$ cat config.mk
export PLATFORM = sky130hd
export DESIGN_NAME = uart_deserializer_flat
export DESIGN_NICKNAME = d
export VERILOG_FILES = /design/src/rtl/uart_deserializer_if.sv /design/src/rtl/uart_deserializer.sv /design/src/flat_wrapper.sv
export SDC_FILE = /design/constraint.sdc
export NUM_CORES = 1
export LEC_CHECK = 0
export CAP_MARGIN = 30
export CORE_ASPECT_RATIO = 2
export CORE_MARGIN = 1
export CORE_UTILIZATION = 30
export DETAILED_ROUTE_END_ITERATION = 12
export HOLD_SLACK_MARGIN = 0.05
export PLACE_DENSITY_LB_ADDON = 0.1
export SYNTH_ARGS = -nofsm -noshare
export SYNTH_HDL_FRONTEND = slang
export SYNTH_SLANG_ARGS = --single-unit
$ cat constraint.sdc
create_clock -name clk -period 2.6 [get_ports clk]
set_input_delay 0.65 -clock clk [delete_from_list [all_inputs] [get_ports clk]]
set_output_delay 0.65 -clock clk [all_outputs]
set_load 0.01 [all_outputs]
$ cat src/rtl/uart_deserializer_if.sv
// Parallel output side of the UART receive stage: word holding register with
// valid/ready handshake plus one-cycle error pulses.
interface uart_deserializer_if #(
    parameter int DATA_BITS = 8
);
    logic [DATA_BITS-1:0] out_data;
    logic                 out_valid;
    logic                 out_ready;
    logic                 frame_err;
    logic                 parity_err;
    logic                 overrun;

    modport master (
        output out_data, out_valid, frame_err, parity_err, overrun,
        input  out_ready
    );

    modport slave (
        input  out_data, out_valid, frame_err, parity_err, overrun,
        output out_ready
    );
endinterface

$ cat src/rtl/uart_deserializer.sv
// UART receive stage: samples rx on baud-clock rising edges, assembles
// start/data/parity/stop bits and hands words out through a one-entry buffer.
module uart_deserializer #(
    parameter int DATA_BITS  = 8,
    parameter int PARITY_EN  = 0,
    parameter int PARITY_ODD = 0,
    parameter int STOP_BITS  = 1
) (
    input  logic                clk,
    input  logic                rst_n,
    input  logic                enabled,
    input  logic                rx,
    input  logic                rxClk,
    uart_deserializer_if.master bus
);
    if (STOP_BITS != 1 && STOP_BITS != 2) begin : g_bad_stop_bits
        $fatal(1, "uart_deserializer: STOP_BITS must be 1 or 2");
    end
    if (DATA_BITS < 5 || DATA_BITS > 9) begin : g_bad_data_bits
        $fatal(1, "uart_deserializer: DATA_BITS must be 5..9");
    end

    typedef enum logic [2:0] {
        S_IDLE,
        S_DATA,
        S_PARITY,
        S_STOP,
        S_BREAK
    } state_t;

    localparam logic [3:0] LAST_BIT = 4'(DATA_BITS - 1);

    state_t               r_state;
    logic                 r_rx_meta;
    logic                 r_rx_s;
    logic                 r_rxclk_q;
    logic [3:0]           r_bit_cnt;
    logic                 r_stop_cnt;
    logic [DATA_BITS-1:0] r_shift;
    logic                 r_par_bit;
    logic [DATA_BITS-1:0] r_data;
    logic                 r_valid;
    logic                 r_frame_err;
    logic                 r_parity_err;
    logic                 r_overrun;

    logic                 w_tick;
    logic                 w_par_bad;

    assign w_tick    = rxClk && !r_rxclk_q;
    assign w_par_bad = (PARITY_EN != 0) && ((^{r_shift, r_par_bit}) != 1'(PARITY_ODD));

    always_ff @(posedge clk or negedge rst_n) begin
        if (!rst_n) begin
            r_state      <= S_IDLE;
            r_rx_meta    <= 1'b1;
            r_rx_s       <= 1'b1;
            r_rxclk_q    <= 1'b0;
            r_bit_cnt    <= '0;
            r_stop_cnt   <= 1'b0;
            r_shift      <= '0;
            r_par_bit    <= 1'b0;
            r_data       <= '0;
            r_valid      <= 1'b0;
            r_frame_err  <= 1'b0;
            r_parity_err <= 1'b0;
            r_overrun    <= 1'b0;
        end else begin
            r_rx_meta    <= rx;
            r_rx_s       <= r_rx_meta;
            r_rxclk_q    <= rxClk;
            r_frame_err  <= 1'b0;
            r_parity_err <= 1'b0;
            r_overrun    <= 1'b0;
            if (!enabled) begin
                r_state <= S_IDLE;
                r_valid <= 1'b0;
            end else begin
                // A commit below overrides this drop, keeping the buffer full.
                if (r_valid && bus.out_ready) begin
                    r_valid <= 1'b0;
                end
                if (w_tick) begin
                    case (r_state)
                        S_IDLE: begin
                            if (!r_rx_s) begin
                                r_bit_cnt  <= '0;
                                r_stop_cnt <= 1'b0;
                                r_state    <= S_DATA;
                            end
                        end
                        S_DATA: begin
                            r_shift   <= {r_rx_s, r_shift[DATA_BITS-1:1]};
                            r_bit_cnt <= r_bit_cnt + 4'd1;
                            if (r_bit_cnt == LAST_BIT) begin
                                r_state <= (PARITY_EN != 0) ? S_PARITY : S_STOP;
                            end
                        end
                        S_PARITY: begin
                            r_par_bit <= r_rx_s;
                            r_state   <= S_STOP;
                        end
                        S_STOP: begin
                            if (!r_rx_s) begin
                                r_frame_err <= 1'b1;
                                r_state     <= S_BREAK;
                            end else if (STOP_BITS == 2 && !r_stop_cnt) begin
                                r_stop_cnt <= 1'b1;
                            end else begin
                                r_state      <= S_IDLE;
                                r_parity_err <= w_par_bad;
                                if (!r_valid || bus.out_ready) begin
                                    r_data  <= r_shift;
                                    r_valid <= 1'b1;
                                end else begin
                                    r_overrun <= 1'b1;
                                end
                            end
                        end
                        S_BREAK: begin
                            if (r_rx_s) begin
                                r_state <= S_IDLE;
                            end
                        end
                        default: r_state <= S_IDLE;
                    endcase
                end
            end
        end
    end

    assign bus.out_data   = r_data;
    assign bus.out_valid  = r_valid;
    assign bus.frame_err  = r_frame_err;
    assign bus.parity_err = r_parity_err;
    assign bus.overrun    = r_overrun;
endmodule
$ cat src/flat_wrapper.sv
// flat-port wrapper written by rule: the top's interface ports become plain ports
module uart_deserializer_flat 
#(
    parameter int DATA_BITS  = 8,
    parameter int PARITY_EN  = 0,
    parameter int PARITY_ODD = 0,
    parameter int STOP_BITS  = 1
)
  (clk, rst_n, enabled, rx, rxClk, bus_out_data, bus_out_valid, bus_frame_err, bus_parity_err, bus_overrun, bus_out_ready);
  uart_deserializer_if #(.DATA_BITS(DATA_BITS)) bus_i ();
  input  logic clk;
  input  logic rst_n;
  input  logic enabled;
  input  logic rx;
  input  logic rxClk;
  output wire logic [$bits(bus_i.out_data)-1:0] bus_out_data;
  output wire logic [$bits(bus_i.out_valid)-1:0] bus_out_valid;
  output wire logic [$bits(bus_i.frame_err)-1:0] bus_frame_err;
  output wire logic [$bits(bus_i.parity_err)-1:0] bus_parity_err;
  output wire logic [$bits(bus_i.overrun)-1:0] bus_overrun;
  input wire logic [$bits(bus_i.out_ready)-1:0] bus_out_ready;
  assign bus_out_data = bus_i.out_data;
  assign bus_out_valid = bus_i.out_valid;
  assign bus_frame_err = bus_i.frame_err;
  assign bus_parity_err = bus_i.parity_err;
  assign bus_overrun = bus_i.overrun;
  assign bus_i.out_ready = bus_out_ready;
  uart_deserializer #(.DATA_BITS(DATA_BITS), .PARITY_EN(PARITY_EN), .PARITY_ODD(PARITY_ODD), .STOP_BITS(STOP_BITS)) u_core (.clk(clk), .rst_n(rst_n), .enabled(enabled), .rx(rx), .rxClk(rxClk), .bus(bus_i));
endmodule
# Word-level counts from Yosys, hierarchy flattened
# Cells that the tools add are included.
[totals]
in_bits = 6
word_cells = 56
ff_bits = 29
out_inout_bits = 12
[classes]
reduce_logical = 11
eq_ne = 10
add_sub_neg = 1
mux = 24
[ops]
columns = ["op", "n"]
rows = [
  ["3-bit 2-to-1 mux", 6],
  ["1-bit 2-to-1 mux", 15],
  ["3-bit case mux with 5 select lines", 1],
  ["4-bit case mux with 2 select lines", 1],
  ["4-bit AND reduction", 2],
  ["3-bit by 2-bit == test with 1-bit output (second input constant)", 2],
  ["3-bit by 2-bit inequality test with 1-bit output (second input constant)", 2],
  ["5-bit AND reduction", 1],
  ["4-bit by 1-bit adder with 4-bit output (second input constant)", 1],
  ["4-bit by 3-bit == test with 1-bit output (second input constant)", 1],
  ["4-bit 2-to-1 mux", 1],
  ["3-bit by 1-bit == test with 1-bit output (second input constant)", 1],
  ["3-bit == test (second input constant)", 1],
  ["3-bit zero test", 1],
  ["3-bit inequality test (second input constant)", 1],
  ["3-bit AND reduction", 1],
  ["1-bit logical AND", 2],
  ["1-bit zero test", 2],
  ["2-bit by 1-bit inequality test with 1-bit output (second input constant)", 1],
  ["2-bit inequality test (second input constant)", 1],
  ["2-bit nonzero test", 1],
  ["1-bit logical OR", 1],
]

# Longest topological paths before layout
# Gate-level depths: netlist of the first run.
[depth]
depth_word = 7
mapped_depth = 5
ltp_nobuf = 4

# Worst setup path after synthesis of the first run
# OpenSTA, ideal clock, no wires.
[synth_timing]
path_kind = "input to register"
start = "in enabled"
end = "reg u_core.r_data[0], in the netlist u_core.bus.out_data[0]"
path_slack_ps = 960
n_path_buf = 0
required_time_ps = 2475
stages = 3
setup_time_ps = 125
t_arrival_ps = 1516
path_cell_list = "nand4bb_2 > nor3b_4 > mux2_2"
[synth_via]
elab_chain_cells = 1
[synth_lines]
columns = ["element", "line", "rtl"]
rows = [
  ["start: declaration", "flat_wrapper.sv:13", "input logic enabled;"],
  ["5-bit AND reduction (no source line)", "-", ""],
  ["end signal: assignment", "uart_deserializer.sv:113", "r_data <= r_shift;"],
  ["end: declaration", "uart_deserializer.sv:41", "logic [DATA_BITS-1:0] r_data;"],
]
# No other way between the ends.
# A chain may end at the register's enable or synchronous reset.

# Final worst setup path of the first run
[layout_timing]
start = "in enabled"
end = "reg u_core.r_data[1], in the netlist u_core.bus.out_data[1]"
# The elaborated chain is that of the path after synthesis.

==> results.yml, run 1 <==
global_routing:
  top_usage_layer: "met2"
  grt_pass1_wl_mm: 3.83
  grt-ovfl-total: 0
  grt_max_degree: 30
  grtUsageTotal_pct: 12.5
  use_met2_pct: 19.9
  grt_pass1_vias: 830
  use_met1_pct: 14.1
  antenna_found_initial: 0
  grtUsageMet3_pct: 4.63
logic_synthesis:
  syn_inst: 93
  yosysUniqueCellTypes: 33
  synthesis.nets: 100
  synth_area_um2: 1240
  yosysSeqAreaShare_pct: 58.6
  yosysWarnings: 0
  synth-edff-count: 0
  avgSynthCellArea_um2: 13.4
  ys.flop_type: "dfrtp_1"
  yosys_register_bits: 29
  synthArstFlopShare_pct: 100
setup_path:
  startpoint_type: "primary input"
  path_class: "in -> reg"
  cp_max_fo: 8
  cp_data_arrival_time_ps: 2220
  worst-endpoint-required_ps: 2750
  end_kind: "register"
clocking:
  cts-resized-gates: 0
  ctsRootBufferMaster: "clkbuf_8"
  clock-sinks: 29
  cts_made_buffers: 5
  cts_hold_buffers: 0
  clock_latency_ps: 270
  clkTransAtPathRegs_ps: 60
  h-tree-depth: 2
  cts_setup_buffers: 0
  cts_tree: "yes"
  cts.path.max_buffers: 2
finish:
  final_common_cell: "dfrtp_1"
  syn_to_final_growth_pct: 26.1
  layout.nets: 123
  diodes: 0
  drive_above_1_share_pct: 29.9
  layout_common_cells: "27 x dfrtp_1, 16 x mux2_2, 16 x clkdlybuf4s50_1"
pwr:
  switching_power_uw: 202
  p_clk_share_pct: 43.3
  switching_share_pct: 21.7
  p_seq_share_pct: 51.5
  worst_ir_drop_vdd_uv: 373
  powerDensity_nw_per_um2: 594
  finalPower_uw: 930
  leakagePower_uw: 0.000690
  comb_power_share_pct: 5.2
  intPower_uw: 729
floorplanning:
  start_util_pct: 31.7
  coreArea_um2: 3920
  die-area_um2: 4420
  die_height_um: 93.0
  die_width_um: 47.5
  io_pins: 18
  rows: 32
timing:
  final.min_clock_period_ps: 2070
  fin_setup_tns_ps: 0
  skew_ps: 6.34
  fmax_mhz: 484
  period_share_pct: 79.5
  grt_setup_unrepaired: "no"
  setup_violations: 0
  slew_viol_final: 0
  finalHoldViolCount: 0
drt:
  viasPerCell: 4.71
  avgRoutedWirePerCell_um: 14.1
  drc: 0
  firstDrtPassIters: 4
  drt_iter0_drc: 2
  totalWireLength_mm: 2.36
  ant_nets: 0
  routed-via-count: 792
outcome:
  status: "finished clean"
placement:
  port_buffers: 16
  gp_congestion: 0.763
  hpwl_mm: 1.65
run:
  maxCapViolations: 0
min_path:
  hold_path.class: "reg -> reg"
==> logic make-up (layout without fill, tap and decap cells) <==
group	count (synthesis)	in the layout	share of synthesized area, %
flops	29	29	58.6
simple gates	24	24	14.3
mux	16	16	14.5
other cells	1	1	0.302
buf+inv	6	30	2.82
fa+ha+maj	1	1	1.01
compound gates	16	16	8.46
==> layer usage <==
metal | vias to the layer above | share of wire [%]
met4 | 0 | 1.9
met1 | 395 | 39
met3 | 4 | 3.6
met2 | 16 | 55
met5 | - | 0
li1 | 377 | -
==> synthesized netlist by cell type, types with 2 or more instances <==
library cell	number	area share, %
dfrtp_1	27	54
nand2b_1	3	1.5
a21oi_1	2	0.81
inv_1	3	0.91
nor3_1	3	1.2
o21ai_0	6	2.4
nor2b_1	4	2.0
nand4_1	2	1.0
nand3_1	2	0.81
dfstp_2	2	4.2
mux2_2	16	15
o31ai_1	2	1.2
==> cell type report <==
cell class / instances / area [um2]
clock inverters: 1 / 5.00
repair buffers: 19 / 183
fillers: 409 / 2360
clock buffers: 7 / 96.3
multi-input cells: 58 / 479
well taps: 51 / 63.8
inverters: 3 / 11.3
flip-flops and latches: 29 / 728
==> flip-flops by register name (all words and copies together), names as in the netlist <==
signal	cells
u_core.r_rxclk_q	1
u_core.r_rx_s	1
u_core.r_state	3
u_core.bus.frame_err	1
u_core.bus.out_data	8
u_core.bus.out_valid	1
u_core.r_bit_cnt	4
u_core.r_shift	8
u_core.r_rx_meta	1
u_core.bus.overrun	1
==> metrics by stage <==
step / cell area, um2 / util [%] / hold WS, ps / setup slack (ps) / instances
after floorplan: 1240 / - / 345 / 960 / 93
after global placement: 1470 / 37.3 / 346 / 287 / 160
after detailed placement: 1470 / 37.3 / 349 / 248 / 160
after CTS: 1570 / 39.9 / 358 / 516 / 168
after global routing: 1570 / 39.9 / 362 / 446 / 168
final: 1570 / 39.9 / 357 / 532 / 168
==> critical path, cell delays in order <==
cell	delay, ps
clkdlybuf4s50_1	630
nand4bb_2	210
nor3b_4	190
buf_4	190
mux2_2	340
==> power groups by stage <==
| stage | sequential (uW) | clock [uW] | combinational (uW) |
|---|---|---|---|
| floorplan | 482 | 0 | 29.8 |
| global placement | 487 | 0 | 49.4 |
| detailed placement | 487 | 0 | 49.9 |
| CTS | 479 | 418 | 50.5 |
| global route | 481 | 441 | 55.8 |
| finish | 479 | 403 | 48.8 |
==> worst paths after layout <==
path                                   startpoint                endpoint  slack (ps)  depth (start not counted)
min in group asynchronous                   rst_n     u_core.r_bit_cnt[0]         750                          2
worst max-delay path                      enabled  u_core.bus.out_data[1]         530                          5
worst min-delay path             u_core.r_rx_meta           u_core.r_rx_s         360                          0
max in group asynchronous                   rst_n           u_core.r_rx_s        1530                          2
worst max register to register  u_core.r_state[2]  u_core.bus.out_data[1]        1000                          4
worst min register to register   u_core.r_rx_meta           u_core.r_rx_s         360                          0
No activity file was read; power rests on OpenSTA's default activity.
==> run 2, diff against run 1 <==
==> constraint.sdc (replaced) <==
create_clock -name clk -period 1.7 [get_ports clk]
set_input_delay 0.425 -clock clk [delete_from_list [all_inputs] [get_ports clk]]
set_output_delay 0.425 -clock clk [all_outputs]
set_load 0.01 [all_outputs]
==> run 2 against run 1 <==
Net effect: sequential share of layout area decreased by 1.4 points; global-route usage increased by 1.7 points; clock skew increased by 1.3 ps; via count increased by 4.9%; first-iteration DRC count increased to 3.5 times the previous value; die area unchanged; count of clock-buffer cells in the layout increased by 1; power increased by 46%; critical path type is now reg -> out.
==> results.yml, run 2 (synthesis gave the netlist of run 1 again) <==
outcome:
  status: "finished clean"
timing:
  slew_viol_final: 0
  skew_ps: 7.64
  setup_violations: 0
  fin_setup_tns_ps: 0
  final.min_clock_period_ps: 1610
  grt_setup_unrepaired: "no"
  finalHoldViolCount: 0
  fmax_mhz: 623
  period_share_pct: 94.4
floorplanning:
  die_height_um: 93.0
  rows: 32
  coreArea_um2: 3920
  die_width_um: 47.5
  die-area_um2: 4420
  start_util_pct: 31.7
  io_pins: 18
global_routing:
  grt_pass1_wl_mm: 4.29
  grt_pass1_vias: 947
  grt_max_degree: 30
  antenna_found_initial: 0
  grtUsageTotal_pct: 14.2
  grt-ovfl-total: 0
setup_path:
  worst-endpoint-required_ps: 1270
  startpoint_type: "register"
  worst_r2r_endpoint: "u_core.r_bit_cnt[2]"
  path_class: "reg -> out"
  critPathMaxStageDelay_ps: 540
  critical_path.top_delay_family: "buffers and inverters"
  regToRegStartpoint: "u_core.r_state[2]"
  end_kind: "output pin"
  slowest_stage: "clkdlybuf4s50_1"
  reg2reg_depth: 3
  cp_cell_sequence: "clkdlybuf4s50_1"
  cp_max_fo: 2
  worst-path-buf-inv: 1
  reg2reg_slack_ps: 100
  cp_data_arrival_time_ps: 1180
drt:
  avgRoutedWirePerCell_um: 14.9
  firstDrtPassIters: 2
  viasPerCell: 4.78
  drt_iter0_drc: 7
  totalWireLength_mm: 2.59
  drc: 0
  routed-via-count: 831
  ant_nets: 0
finish:
  diodes: 0
  syn_to_final_growth_pct: 29.9
  layout.nets: 129
  layout_common_cells: "27 x dfrtp_1, 16 x mux2_2, 14 x clkdlybuf4s50_1"
  final_cell_area_um2: 1610
  final_common_cell: "dfrtp_1"
  drive_above_1_share_pct: 30.9
  final_cell_count_no_fill: 174
clocking:
  cts-resized-gates: 3
  clkTransAtPathRegs_ps: 60
  cts_made_buffers: 5
  clock-sinks: 29
  cts_tree: "yes"
  h-tree-depth: 2
  ctsRootBufferMaster: "clkbuf_8"
  clock_latency_ps: 280
  cts_hold_buffers: 0
  cts_setup_buffers: 0
  cts.path.max_buffers: 2
pwr:
  switching_power_uw: 306
  switching_share_pct: 22.6
  p_clk_share_pct: 39.3
  worst_ir_drop_vdd_uv: 486
  comb_power_share_pct: 6.6
  p_seq_share_pct: 54.2
  intPower_uw: 1050
  leakagePower_uw: 0.000713
  powerDensity_nw_per_um2: 839
placement:
  dp_cells: 166
  placed_area_um2: 1540
  port_buffers: 16
  hpwl_mm: 1.80
  gp_congestion: 0.705
min_path:
  hold_depth: 0
  hold_path.class: "reg -> reg"
  holdPathEnd: "u_core.r_rx_s"
  worstHoldStart: "u_core.r_rx_meta"
run:
  maxCapViolations: 0
[run 2: changes by cell type in the layout (fill, tap and decap cells not counted), sizes merged]
| cell | before | now |
|---|---|---|
| buf | 3 | 9 |
| clkdlybuf4s50 | 16 | 14 |
| dlygate4sd2 | 0 | 2 |
| clkbuf | 7 | 8 |
| clkinv | 1 | 0 |
[run 2: stage by stage]
step | worst slack (ps) | power [uW] | util [%] | hold slack, ps
finish | 94.5 | 1350 | 41.1 | 348
global route | 47.6 | 1420 | 41.1 | 354
CTS | 61.9 | 1380 | 41.1 | 349
detailed placement | -364 | 837 | 39.1 | 349
global placement | -336 | 836 | 39.1 | 347
floorplan | 180 | 783 | - | 129
[run 2: routing by layer]
| metal | global-route usage [%] | vias up | wire [um] |
|---|---|---|---|
| met4 | 9.05 | 0 | 90 |
| met5 | 0 | - | 0 |
| met1 | 13.3 | 410 | 919 |
| met3 | 4.83 | 8 | 100 |
| li1 | - | 395 | - |
| met2 | 24.2 | 18 | 1480 |
[run 2: final cells by class]
cell class | instances | area, um2
fillers | 423 | 2310
flip-flops and latches | 29 | 728
multi-input cells | 58 | 480
repair buffers | 25 | 250
clock buffers | 8 | 80.1
well taps | 51 | 63.8
inverters | 3 | 11.3
[run 2: power by group through the flow]
stage          sequential, uW  clock (uW)  combinational, uW
2_1_floorplan             738           0               45.6
3_3_place_gp              745           0               90.2
3_5_place_dp              746           0               90.8
4_1_cts                   734         557               90.4
5_1_grt                   736         579                102
6_report                  733         532               88.9
[run 2: how the worst max path moves through the flow]
stage / start / cells after the start / slack, ps / to
after floorplan: u_core.r_state[2] / 3 / 180 / u_core.bus.out_data[0]
after global placement: rxClk / 4 / -340 / u_core.r_bit_cnt[3]
after detailed placement: rxClk / 4 / -360 / u_core.r_bit_cnt[3]
after CTS: u_core.bus.out_data[0] / 1 / 60 / bus_out_data[0]
after global routing: u_core.bus.out_data[0] / 1 / 50 / bus_out_data[0]
final: u_core.bus.out_data[0] / 1 / 90 / bus_out_data[0]
